File: src/rtl/ecc_apb_regfile.sv
// ecc_apb_regfile: APB3 register front-end driving operands and a start pulse to the ECC core.
// Define ECC_REGFILE_TIMEOUT_EN to add a BUSY watchdog of TIMEOUT_CYCLES cycles.
module ecc_apb_regfile #(
    parameter int DATA_WIDTH      = 32,
    parameter int AMBA_WORD       = 32,
    parameter int AMBA_ADDR_WIDTH = 32,
    parameter int TIMEOUT_CYCLES  = 64
) (
    input  logic                       clk,
    input  logic                       rst,
    input  logic                       psel,
    input  logic                       penable,
    input  logic                       pwrite,
    input  logic [AMBA_ADDR_WIDTH-1:0] paddr,
    input  logic [AMBA_WORD-1:0]       pwdata,
    output logic [AMBA_WORD-1:0]       prdata,
    output logic [1:0]                 ctrl,
    output logic [DATA_WIDTH-1:0]      data_in,
    output logic [1:0]                 codeword_width,
    output logic [AMBA_WORD-1:0]       noise,
    output logic                       start,
    input  logic                       operation_done
);
    typedef enum logic {IDLE, BUSY} state_t;
    localparam logic [AMBA_ADDR_WIDTH-1:0] A_CTRL   = 'h0;
    localparam logic [AMBA_ADDR_WIDTH-1:0] A_DATA   = 'h4;
    localparam logic [AMBA_ADDR_WIDTH-1:0] A_CW     = 'h8;
    localparam logic [AMBA_ADDR_WIDTH-1:0] A_NOISE  = 'hC;
    localparam logic [AMBA_ADDR_WIDTH-1:0] A_STATUS = 'h10;

    state_t               state;
    logic                 done_f, drop_f, ill_f, to_f;
    logic                 wr, rd, rd_access, op_wr, timeout_hit;
    logic [AMBA_WORD-1:0] rdata;

    always_comb begin
        wr        = psel & penable & pwrite;
        rd        = psel & ~penable & ~pwrite;
        rd_access = psel & penable & ~pwrite;
        op_wr     = wr & ((paddr == A_CTRL) | (paddr == A_DATA) | (paddr == A_CW) | (paddr == A_NOISE));
        rdata     = paddr == A_CTRL   ? AMBA_WORD'(ctrl) :
                    paddr == A_DATA   ? AMBA_WORD'(data_in) :
                    paddr == A_CW     ? AMBA_WORD'(codeword_width) :
                    paddr == A_NOISE  ? noise :
                    paddr == A_STATUS ? AMBA_WORD'({to_f, ill_f, drop_f, done_f, state == BUSY}) : '0;
    end

`ifdef ECC_REGFILE_TIMEOUT_EN
    localparam int             CW    = $clog2(TIMEOUT_CYCLES + 1);
    localparam logic [CW-1:0]  TLAST = CW'(TIMEOUT_CYCLES - 1);
    logic [CW-1:0] cnt;
    // Held at zero in IDLE so it is zero on every entry to BUSY.
    always_ff @(posedge clk) begin
        if (rst || state == IDLE) cnt <= '0;
        else cnt <= cnt + CW'(1);
    end
    assign timeout_hit = (state == BUSY) && (cnt == TLAST);
`else
    assign timeout_hit = 1'b0;
`endif

    always_ff @(posedge clk) begin
        if (rst) begin
            state          <= IDLE;
            start          <= 1'b0;
            ctrl           <= '0;
            data_in        <= '0;
            codeword_width <= '0;
            noise          <= '0;
            prdata         <= '0;
            {to_f, ill_f, drop_f, done_f} <= '0;
        end else begin
            start  <= 1'b0;
            prdata <= rd ? rdata : rd_access ? prdata : '0;
            // Clear first so any sticky set below in the same cycle wins.
            if (wr && paddr == A_STATUS) {to_f, ill_f, drop_f, done_f} <= '0;
            if (state == IDLE) begin
                if (wr && paddr == A_CTRL) begin
                    ctrl <= pwdata[1:0];
                    if (&pwdata[1:0]) ill_f <= 1'b1;
                    else begin
                        start <= 1'b1;
                        state <= BUSY;
                    end
                end
                if (wr && paddr == A_DATA)  data_in        <= pwdata[DATA_WIDTH-1:0];
                if (wr && paddr == A_CW)    codeword_width <= pwdata[1:0];
                if (wr && paddr == A_NOISE) noise          <= pwdata;
            end else begin
                if (op_wr) drop_f <= 1'b1;
                if (operation_done) begin
                    state  <= IDLE;
                    done_f <= 1'b1;
                end else if (timeout_hit) begin
                    state <= IDLE;
                    to_f  <= 1'b1;
                end
            end
        end
    end
endmodule

File: config.mk
export PLATFORM = sky130hd
export DESIGN_NAME = ecc_apb_regfile
export DESIGN_NICKNAME = d
export VERILOG_FILES = /design/src/rtl/ecc_apb_regfile.sv
export SDC_FILE = /design/constraint.sdc
export NUM_CORES = 1
export LEC_CHECK = 0
export CAP_MARGIN = 20
export CORE_AREA = 2 2 102 104
export CTS_CLUSTER_SIZE = 30
export DETAILED_ROUTE_END_ITERATION = 12
export DIE_AREA = 0 0 104 106
export MAX_ROUTING_LAYER = met4
export PLACE_DENSITY = 0.84
export SETUP_SLACK_MARGIN = 0.15
export SKIP_LAST_GASP = 1
export SYNTH_ARGS = -nofsm -noshare
export SYNTH_HDL_FRONTEND = slang
export SYNTH_SLANG_ARGS = --single-unit
File: constraint.sdc
create_clock -name clk -period 4.05 [get_ports clk]
set_input_delay 1.215 -clock clk [delete_from_list [all_inputs] [get_ports clk]]
set_output_delay 1.215 -clock clk [all_outputs]
set_load 0.01 [all_outputs]
==> impl_metrics.json <==
{
  "status": "complete, no violations",
  "grt_setup_unrepaired": "no",
  "path_class": "input pin to flop",
  "cp_max_fo": 18,
  "cp_data_required_time_ps": 4270,
  "n_fill_cell": 799,
  "grt_start_max_net_pins": 78,
  "critical_path_arrival_ps": 3490,
  "ios": 171,
  "post-route-drc-count": 0,
  "wl_per_cell_microns": 17.3,
  "grt_usage_pct": 24.7,
  "ys_seq_elements": 105,
  "fmax_mhz": 306,
  "die_w_microns": 104,
  "drive_gt1_share_pct": 10.6,
  "die_h_microns": 106,
  "ff_latch_area_sq_um": 2100,
  "synth_cells": 466,
  "grt_pass1_wl_microns": 21500,
  "ctsLongestPathBuffers": 2,
  "clkLatencyLatePin_ps": 360,
  "core_sq_um": 10000,
  "syn_nets": 536,
  "hold_viol_final": 0,
  "relSlewSlack_pct": 47.8,
  "route.vias.total": 4111,
  "ys_types": 39,
  "grtUsageMet1_pct": 30.1,
  "hold_slack_ps": 459,
  "gr-total-overflow": 0,
  "drtPass1Iterations": 5,
  "synth_edf_count": 0,
  "grt_pass1_vias": 4167,
  "yosysSeqAreaShare_pct": 45.3,
  "rows": 37,
  "power_density_nw_per_um2": 283,
  "timing.max_cap.violations": 0,
  "leakagePower_nw": 2.36,
  "use_met2_pct": 41.2,
  "ant_nets": 0,
  "synth_top_area_cell": "dfxtp_1",
  "syn_avg_cell_area_sq_um": 9.95,
  "cts_tree": "yes",
  "ir_worst_vdd_mv": 0.158,
  "io_buffers": 170,
  "worstPathCellList": "clkdlybuf4s50_1 > nand3_1 > or4b_1 > nor4_4 > buf_4 > mux2i_1 > nor2_1",
  "worstSetupEndpointType": "flop",
  "initial_utilization_pct": 46.4,
  "synth_area_leaders": "dfxtp_1 (45%), mux2i_1 (15%), nor2_1 (5.8%)",
  "cts.clk_slew.worst_paths_ps": 100,
  "max_stage_delay_ps": 680,
  "dieArea_sq_um": 11000,
  "async_flop_share_pct": 0,
  "use_met3_pct": 6.07,
  "grt-busiest-layer": "met2",
  "cts_resized": 0,
  "cts_hold_buf": 0,
  "ys.flop_type": "dfxtp_1",
  "cts_root_buffer": "clkbuf_8",
  "cp_top_family": "buffers and inverters",
  "cts_buffers": 9,
  "post-route-period-util_pct": 80.8,
  "multi_input_area_sq_um": 2330,
  "fin_skew_ps": 11.8,
  "cp_slowest_cell": "clkdlybuf4s50_1",
  "hp-class": "flop to flop",
  "cts_sinks": 105,
  "diodes": 0,
  "critPathBufInv": 2,
  "worst_slew_pin_slew_ps": 783,
  "setup_viol": 0,
  "final_cell_mix": "clkdlybuf4s50_1 (169), dfxtp_1 (105), nor2_1 (72)",
  "wl_microns": 13300,
  "via_per_inst": 5.35,
  "synth_top_area_share_pct": 45.3,
  "postCtsSetupRepairBufs": 0,
  "drt_iter0_markers": 216,
  "antenna_found_initial": 0,
  "yosys_warnings": 0,
  "startpoint_type": "input pin",
  "final_common_cell": "clkdlybuf4s50_1",
  "min_period_ps": 3270,
  "drv_slew": 0,
  "num-nets-final": 699,
  "fin_tns_setup_ps": 0,
  "syn2layout_area_growth_pct": 44.0,
  "synth_area_sq_um": 4640,
  "htree_num_levels": 3,
  "gp_congestion": 0.960,
  "dpl.hpwl_microns": 9450
}
## per-layer routing
layer	up-vias	wire length (microns)
li1	1954	-
met1	1976	5730
met2	167	6560
met3	14	901
met4	0	132
met5	-	0
## Yosys cell counts (4+ instances only)
cell type / number
nand2_1: 59
a32oi_1: 4
clkbuf_1: 20
nor2_1: 72
nor4_4: 6
nand2b_1: 10
o21ai_0: 4
a211oi_2: 20
a211oi_1: 5
nand3_1: 7
dfxtp_1: 105
nor3_1: 4
mux2i_1: 71
nor2b_1: 5
a21o_1: 26
buf_6: 10
## logic make-up (layout without fill, tap and decap cells)
logic type,after synthesis,after routing,synth area share (%)
AOI/OAI and AO/OA,73,73,14.3
and+or+nand+nor,180,180,20.1
buffers and inverters,35,202,4.50
DFF,105,105,45.3
muxes,73,73,15.8
## power breakdown
group / switching [mW] / internal (mW)
logic: 0.0684 / 0.0761
clock network: 0.352 / 0.365
registers: 0.0000000000280 / 1.03
## per-stage QoR
stage	util (%)	cells	setup slack [ps]	power, mW	cell area [sq um]
after floorplan	-	466	1260	1.10	4640
after global placement	64.6	754	521	1.20	6460
after detailed placement	64.6	754	398	1.20	6460
after CTS	66.8	769	809	1.90	6680
after global routing	66.8	769	679	1.95	6680
final	66.8	769	778	1.89	6680
## worst paths after layout
path,startpoint,end,slack [ps],cells past startpoint
setup / recovery,penable,data_in[26],780,7
hold / removal,prdata[26],prdata[26],460,1
setup reg to reg,state,data_in[26],2100,5
hold reg to reg,prdata[26],prdata[26],460,1
## registers in the layout (all words and copies together), names as in the netlist
signal          cells
prdata             32
state               1
codeword_width      2
drop_f              1
ill_f               1
data_in            32
done_f              1
noise              32
ctrl                2
start               1
## final cells by class
type	count	share of cell area, %
clock buffers	11	2.12
clock inverters	4	1.16
inverters	2	0.112
multi-input cells	326	34.9
flip-flops and latches	105	31.5
well taps	136	2.55
repair buffers	185	27.7
Note: power is estimated with default switching activity, not from simulation.
